[src/rtl/gpu_pkg.sv]
`default_nettype none
// ============================================================================
// gpu_pkg : shared types for the pixel write path (arbiter state, lane entry)
// Rev 1.0
// ============================================================================
package gpu_pkg;

    // Upper bounds for the lane entry fields; instances narrower than these
    // zero-extend into the struct and the unused bits are trimmed away.
    localparam int unsigned PIX_ADDR_MAX_W = 64;
    localparam int unsigned PIX_DATA_MAX_W = 64;

    typedef enum logic [0:0] {
        ST_IDLE  = 1'b0,
        ST_WRITE = 1'b1
    } arb_state_t;

    typedef struct packed {
        logic [PIX_ADDR_MAX_W-1:0] addr;
        logic [PIX_DATA_MAX_W-1:0] data;
    } pixel_entry_t;

    function automatic int unsigned lane_wrap(input int unsigned idx, input int unsigned n);
        return (idx >= n) ? idx - n : idx;
    endfunction

endpackage
`default_nettype wire

[src/rtl/pixel_fifo.sv]
`default_nettype none
// ============================================================================
// pixel_fifo : per-lane pointer FIFO; a push into a full FIFO lands when the
//              same cycle pops. Rev 1.0
// ============================================================================
module pixel_fifo #(
    parameter int WIDTH = 48,
    parameter int DEPTH = 8
) (
    input  logic             clk,
    input  logic             reset_n,
    input  logic             push,
    input  logic             pop,
    input  logic [WIDTH-1:0] din,
    output logic [WIDTH-1:0] dout,
    output logic             full,
    output logic             empty
);

    localparam int PTR_W = $clog2(DEPTH);

    logic [WIDTH-1:0] mem_q [0:DEPTH-1];
    logic [PTR_W:0]   wr_ptr_q, wr_ptr_d;
    logic [PTR_W:0]   rd_ptr_q, rd_ptr_d;
    logic             wr_en;
    logic             rd_en;

    // Extra pointer MSB distinguishes full from empty.
    assign empty = (wr_ptr_q == rd_ptr_q);
    assign full  = (wr_ptr_q[PTR_W] != rd_ptr_q[PTR_W]) &&
                   (wr_ptr_q[PTR_W-1:0] == rd_ptr_q[PTR_W-1:0]);
    assign rd_en = pop && !empty;
    assign wr_en = push && (!full || rd_en);
    assign dout  = mem_q[rd_ptr_q[PTR_W-1:0]];

    always_comb begin
        wr_ptr_d = wr_ptr_q + (PTR_W+1)'(wr_en);
        rd_ptr_d = rd_ptr_q + (PTR_W+1)'(rd_en);
    end

    always_ff @(posedge clk or posedge reset_n) begin
        if (reset_n) begin
            wr_ptr_q <= '0;
            rd_ptr_q <= '0;
        end else begin
            wr_ptr_q <= wr_ptr_d;
            rd_ptr_q <= rd_ptr_d;
        end
    end

    always_ff @(posedge clk) begin
        if (wr_en) begin
            mem_q[wr_ptr_q[PTR_W-1:0]] <= din;
        end
    end

endmodule
`default_nettype wire

[src/rtl/pixel_write_arbiter.sv]
`default_nettype none
// ============================================================================
// pixel_write_arbiter : round-robin merge of per-lane pixel FIFOs onto one
//   memory write master. Optional macro: PIXEL_WRITE_DROP_COUNT_EN. Rev 1.0
// ============================================================================
module pixel_write_arbiter
    import gpu_pkg::*;
#(
    parameter int          CORES_COUNT   = 10,
    parameter int          COLOR_WIDTH   = 16,
    parameter int          BUFFER_ADDR_W = 32,
    parameter int          FIFO_DEPTH    = 8,
    parameter int unsigned FB_BASE       = 0,
    parameter int unsigned CORE_STRIDE   = 192000
) (
    input  logic                     clk,
    input  logic                     reset_n,
    input  logic [COLOR_WIDTH-1:0]   ppu_data    [0:CORES_COUNT-1],
    input  logic [BUFFER_ADDR_W-1:0] ppu_address [0:CORES_COUNT-1],
    input  logic                     ppu_valid   [0:CORES_COUNT-1],
    input  logic                     eoc_in,
    output logic [BUFFER_ADDR_W-1:0] avm_address,
    output logic [COLOR_WIDTH-1:0]   avm_writedata,
    output logic                     avm_write,
    input  logic                     avm_waitrequest,
    output logic                     busy,
    output logic                     frame_done,
    output logic                     overflow
`ifdef PIXEL_WRITE_DROP_COUNT_EN
    ,
    output logic [31:0]              drop_count
`endif
);

    localparam int LANE_W  = (CORES_COUNT > 1) ? $clog2(CORES_COUNT) : 1;
    localparam int ENTRY_W = BUFFER_ADDR_W + COLOR_WIDTH;

    logic [CORES_COUNT-1:0] fifo_full, fifo_empty, fifo_pop, fifo_drop;
    logic [ENTRY_W-1:0]     fifo_dout [0:CORES_COUNT-1];

    arb_state_t               state_q, state_d;
    logic [LANE_W-1:0]        grant_q, grant_d;
    logic [LANE_W-1:0]        rr_ptr_q, rr_ptr_d;
    logic                     avm_write_q, avm_write_d;
    logic [BUFFER_ADDR_W-1:0] avm_address_q, avm_address_d;
    logic [COLOR_WIDTH-1:0]   avm_writedata_q, avm_writedata_d;
    logic                     pending_q, pending_d;
    logic                     overflow_q, overflow_d;

    logic                     sel_found;
    logic [LANE_W-1:0]        sel_lane;
    logic [LANE_W-1:0]        cand;
    pixel_entry_t             head;
    logic                     all_empty;

    generate
        for (genvar g = 0; g < CORES_COUNT; g++) begin : g_lane
            pixel_fifo #(
                .WIDTH (ENTRY_W),
                .DEPTH (FIFO_DEPTH)
            ) u_fifo (
                .clk     (clk),
                .reset_n (reset_n),
                .push    (ppu_valid[g]),
                .pop     (fifo_pop[g]),
                .din     ({ppu_address[g], ppu_data[g]}),
                .dout    (fifo_dout[g]),
                .full    (fifo_full[g]),
                .empty   (fifo_empty[g])
            );
            assign fifo_pop[g]  = (state_q == ST_WRITE) && !avm_waitrequest &&
                                  (grant_q == LANE_W'(g));
            assign fifo_drop[g] = ppu_valid[g] && fifo_full[g] && !fifo_pop[g];
        end
    endgenerate

    assign all_empty = &fifo_empty;

    // First non-empty lane scanning upward from rr_ptr with wrap.
    always_comb begin
        sel_found = 1'b0;
        sel_lane  = '0;
        cand      = '0;
        for (int i = 0; i < CORES_COUNT; i++) begin
            cand = LANE_W'(lane_wrap(32'(rr_ptr_q) + 32'(i), 32'(CORES_COUNT)));
            if (!sel_found && !fifo_empty[cand]) begin
                sel_found = 1'b1;
                sel_lane  = cand;
            end
        end
        head.addr = PIX_ADDR_MAX_W'(fifo_dout[sel_lane][ENTRY_W-1:COLOR_WIDTH]);
        head.data = PIX_DATA_MAX_W'(fifo_dout[sel_lane][COLOR_WIDTH-1:0]);
    end

    always_comb begin
        state_d         = state_q;
        grant_d         = grant_q;
        rr_ptr_d        = rr_ptr_q;
        avm_write_d     = avm_write_q;
        avm_address_d   = avm_address_q;
        avm_writedata_d = avm_writedata_q;
        case (state_q)
            ST_IDLE: begin
                if (sel_found) begin
                    grant_d         = sel_lane;
                    avm_address_d   = BUFFER_ADDR_W'(FB_BASE) +
                                      BUFFER_ADDR_W'(CORE_STRIDE) * BUFFER_ADDR_W'(sel_lane) +
                                      BUFFER_ADDR_W'(head.addr);
                    avm_writedata_d = COLOR_WIDTH'(head.data);
                    avm_write_d     = 1'b1;
                    state_d         = ST_WRITE;
                end
            end
            ST_WRITE: begin
                if (!avm_waitrequest) begin
                    avm_write_d = 1'b0;
                    rr_ptr_d    = (grant_q == LANE_W'(CORES_COUNT - 1)) ? '0 : grant_q + LANE_W'(1);
                    state_d     = ST_IDLE;
                end
            end
            default: state_d = ST_IDLE;
        endcase
    end

    // A pending end-of-frame only completes once nothing is queued or in flight.
    assign frame_done = pending_q && (state_q == ST_IDLE) && all_empty;

    always_comb begin
        pending_d  = eoc_in || (pending_q && !frame_done);
        overflow_d = overflow_q || (|fifo_drop);
    end

    always_ff @(posedge clk or posedge reset_n) begin
        if (reset_n) begin
            state_q         <= ST_IDLE;
            grant_q         <= '0;
            rr_ptr_q        <= '0;
            avm_write_q     <= 1'b0;
            avm_address_q   <= '0;
            avm_writedata_q <= '0;
            pending_q       <= 1'b0;
            overflow_q      <= 1'b0;
        end else begin
            state_q         <= state_d;
            grant_q         <= grant_d;
            rr_ptr_q        <= rr_ptr_d;
            avm_write_q     <= avm_write_d;
            avm_address_q   <= avm_address_d;
            avm_writedata_q <= avm_writedata_d;
            pending_q       <= pending_d;
            overflow_q      <= overflow_d;
        end
    end

    assign avm_write     = avm_write_q;
    assign avm_address   = avm_address_q;
    assign avm_writedata = avm_writedata_q;
    assign overflow      = overflow_q;
    assign busy          = !all_empty || (state_q == ST_WRITE);

`ifdef PIXEL_WRITE_DROP_COUNT_EN
    logic [31:0] drop_count_q, drop_count_d;
    logic [32:0] drop_sum;

    always_comb begin
        drop_sum = {1'b0, drop_count_q};
        for (int i = 0; i < CORES_COUNT; i++) begin
            drop_sum = drop_sum + 33'(fifo_drop[i]);
        end
        drop_count_d = drop_sum[32] ? '1 : drop_sum[31:0];
    end

    always_ff @(posedge clk or posedge reset_n) begin
        if (reset_n) begin
            drop_count_q <= '0;
        end else begin
            drop_count_q <= drop_count_d;
        end
    end

    assign drop_count = drop_count_q;
`endif

endmodule
`default_nettype wire

[config.mk]
export PLATFORM = sky130hd
export DESIGN_NAME = pixel_write_arbiter
export DESIGN_NICKNAME = d
export VERILOG_FILES = /design/src/rtl/gpu_pkg.sv /design/src/rtl/pixel_fifo.sv /design/src/rtl/pixel_write_arbiter.sv
export SDC_FILE = /design/constraint.sdc
export NUM_CORES = 2
export LEC_CHECK = 0
export ABC_AREA = 1
export CAP_MARGIN = 20
export CORE_ASPECT_RATIO = 1.2
export CORE_MARGIN = 10
export CORE_UTILIZATION = 60
export CTS_BUF_LIST = sky130_fd_sc_hd__clkbuf_4
export CTS_CLUSTER_SIZE = 14
export DETAILED_ROUTE_END_ITERATION = 16
export PLACE_DENSITY_LB_ADDON = 0.25
export SLEW_MARGIN = 20
export SYNTH_ARGS = -nofsm -noshare
export SYNTH_HDL_FRONTEND = slang
export SYNTH_SLANG_ARGS = --single-unit
[constraint.sdc]
create_clock -name clk -period 17.5 [get_ports clk]
set_clock_uncertainty 0.1 [all_clocks]
set_input_delay 3.5 -clock clk [delete_from_list [all_inputs] [get_ports clk]]
set_output_delay 3.5 -clock clk [all_outputs]
set_load 0.01 [all_outputs]
==> reports/results.ini <==
[synthesis]
syn_nets = 13090
ys_seq_elements = 3980
syn_area_per_cell_sq_um = 12.92
synthTopCellsByArea = edfxtp_1 71%, nand2_1 5.7%, o21ai_0 3.8%
async_flop_share_pct = 3.518
ys_seq_area_share_pct = 73.60
synth_ff_type = edfxtp_1
synth_top_area_cell = edfxtp_1
synth_top_cell_area_share_pct = 71.43
syn_inst = 12500
synth_area_sq_um = 161400
yosysUniqueCellTypes = 67
yosys_warnings = 0
synth_edf_count = 3840

[timing]
max_slew_margin_pct = 9.757
finalCriticalPeriod_ns = 9.819
rsz0062_at_grt = no
tns_ns = 0
final_max_slew_viol_count = 0
min_period_over_period_pct = 56.11
finalSetupViolCount = 0
hold_violations = 0
worst_pin_slew_ns = 1.339
max_freq_mhz = 101.8

[clock_tree]
clkLatencyLatePin_ns = 1.53
cts.sinks = 3980
cts_tree = yes
clock_path_buffers = 4
cts_resized = 0
h-tree-depth = 6
ctsHoldBuffers = 0
ctsRootBufferMaster = clkbuf_4
cts_buffers = 924
post_cts_buffers = 0
path_clk_slew_ns = 0.07

[die]
core_sq_um = 267800
rows = 208
io_pins = 546
die_w_um = 493.5
start_util_pct = 60.29
die-area_sq_um = 290300
die_y_um = 588.2

[detailed_routing]
drc = 0
via_per_inst = 6.283
first_iter_violations = 14710
final_antenna_net_count = 0
dr_total_vias = 111400
routed_wl_um = 485300
drt_first_pass_iters = 7
wl_per_cell_um = 27.38

[critical_path]
cp.required_ns = 18.77
start_kind = register
r2r_cells = 51
r2r_slack_ns = 7.68
cpMaxStageDelayCell = buf_4
critPathArrivalTime_ns = 11.09
crit_fanout = 55
path_common_cell = nand2_1
path_buf_inv = 10
critPathKind = register to register
setup.worst_path.end_class = register
r2r_end = avm_address[31]
reg2reg_from = g_lane[3].u_fifo.rd_ptr_q[1]
crit_family = simple AND/OR/NAND/NOR gates
slowest_delay_ns = 0.73

[hold_path]
min_from = pending_q
min_to = pending_q
worstHoldPathCells = 1
hold_path_class = register to register

[layout]
syn_to_final_growth_pct = 12.68
drive_gt1_share_pct = 13.04
fill_cells = 18450
finalNetCount = 13900
stdcell_count = 17720

[global_routing]
grt_max_degree = 109
overflow = 0
antenna_found_initial = 165
grt_pass1_vias = 106900
grt_pass1_wl_um = 698500
grt_usage_pct = 32.32

[placement]
numPortBuffers = 545
placed_cells = 15950
routabilityCongestion = 0.9789
hpwl_um = 301900

[status]
status = completed

[run]
max_cap_viol_count = 0

## cells in the final DEF (no fill, tap or decap), drive strengths merged, types with 372 or more instances in the layout
cell	synthesis	layout
a32o	426	426
o21ai	1271	1271
a21oi	547	547
o211ai	372	372
clkbuf	648	1331
clkdlybuf4s50	0	545
edfxtp	3840	3840
nand2	2495	2495
o22ai	472	472
nor2	1262	1262
## how the worst max path moves through the flow
stage | endpoint | from | cells past startpoint | slack [ns]
after floorplan | avm_address[31] | rr_ptr_q[1] | 55 | 9.70
after global placement | avm_address[31] | g_lane[3].u_fifo.rd_ptr_q[1] | 45 | 7.94
after detailed placement | avm_address[31] | g_lane[3].u_fifo.rd_ptr_q[1] | 51 | 7.91
after CTS | avm_address[31] | g_lane[3].u_fifo.rd_ptr_q[1] | 51 | 7.89
after global routing | avm_address[31] | g_lane[3].u_fifo.rd_ptr_q[1] | 49 | 7.17
final | avm_address[31] | g_lane[3].u_fifo.rd_ptr_q[1] | 51 | 7.68
## cell type report
cell class / count / area (sq um) / area share, %
sequential: 3980 / 118900 / 65.35
clock inverter: 308 / 1612 / 0.8859
inverter: 200 / 825.8 / 0.4540
multi-input combinational: 7472 / 38980 / 21.43
antenna: 138 / 345.3 / 0.1898
tap: 3570 / 4467 / 2.456
clock buffer: 1331 / 9992 / 5.493
timing repair buffer: 725 / 6810 / 3.744
## worst register-to-register path, delay by kind of cell (launching register included)
| family | cells | cell delay, ns |
|---|---|---|
| simple gates | 28 | 3.74 |
| buf+inv | 10 | 2.73 |
| compound gates | 12 | 2.15 |
| flops | 1 | 0.64 |
| fa+ha+maj | 1 | 0.35 |
## metal layers
metal | routed length, um | vias to the layer above | GRT usage, %
li1 | - | 48840 | -
met1 | 174200 | 54630 | 41.82
met2 | 221000 | 6623 | 48.53
met3 | 58980 | 1178 | 9.904
met4 | 30450 | 98 | 18.86
met5 | 637 | - | 0
## sequential cells by signal, indices dropped and copies added, names as in the netlist
signal / flops
avm_writedata: 16
state_q: 1
g_lane.u_fifo.mem_q: 3840
avm_write: 1
rr_ptr_q: 4
avm_address: 32
overflow: 1
g_lane.u_fifo.rd_ptr_q: 40
grant_q: 4
pending_q: 1
g_lane.u_fifo.wr_ptr_q: 40
## cell usage after synthesis (all sizes together) (2+ instances only)
master and n:
nor3 8, o221ai 55, nand4 16, nand3 261, nand2 2495, ha 91
mux2 11, a2111oi 4, fa 7, a32o 426, o22ai 472, o21a 2
buf 198, o21ai 1271, inv 195, nand3b 2, nor4 3, a21oi 547
a32oi 22, clkinv 5, a21boi 3, and2 2, edfxtp 3840, o31ai 4
xor2 64, dfrtp 140, nor2 1262, a31oi 30, clkbuf 648, or2 3
o211ai 372, xnor2 16, a211o 9, a21o 3, o21bai 5
## per-stage QoR
step | utilization (%) | hold WS [ns] | setup WS, ns | area (sq um)
after floorplan | - | 0.3530 | 9.698 | 161400
after global placement | 63.46 | 0.3646 | 7.941 | 169900
after detailed placement | 63.46 | 0.3725 | 7.907 | 169900
after CTS | 67.80 | 0.3906 | 7.885 | 181600
after global routing | 67.86 | 0.4161 | 7.165 | 181700
final | 67.93 | 0.3911 | 7.681 | 181900
## kinds of logic (layout without fill, tap and decap cells)
| family | Yosys count | in the layout | share of synthesized area (%) |
|---|---|---|---|
| AO/OA/AOI/OAI | 3229 | 3229 | 12.58 |
| XOR/XNOR | 80 | 80 | 0.4573 |
| adder cells (fa/ha/maj) | 98 | 98 | 0.7921 |
| buffers and inverters | 1046 | 2564 | 2.642 |
| flip-flops | 3980 | 3980 | 73.60 |
| multiplexers | 11 | 11 | 0.07673 |
| other | 0 | 138 | 0 |
| AND/OR/NAND/NOR | 4054 | 4054 | 9.860 |
Power is left out: the tool's default activity adds up to more than one toggle a clock period on the data nets, which glitch-free logic cannot reach.
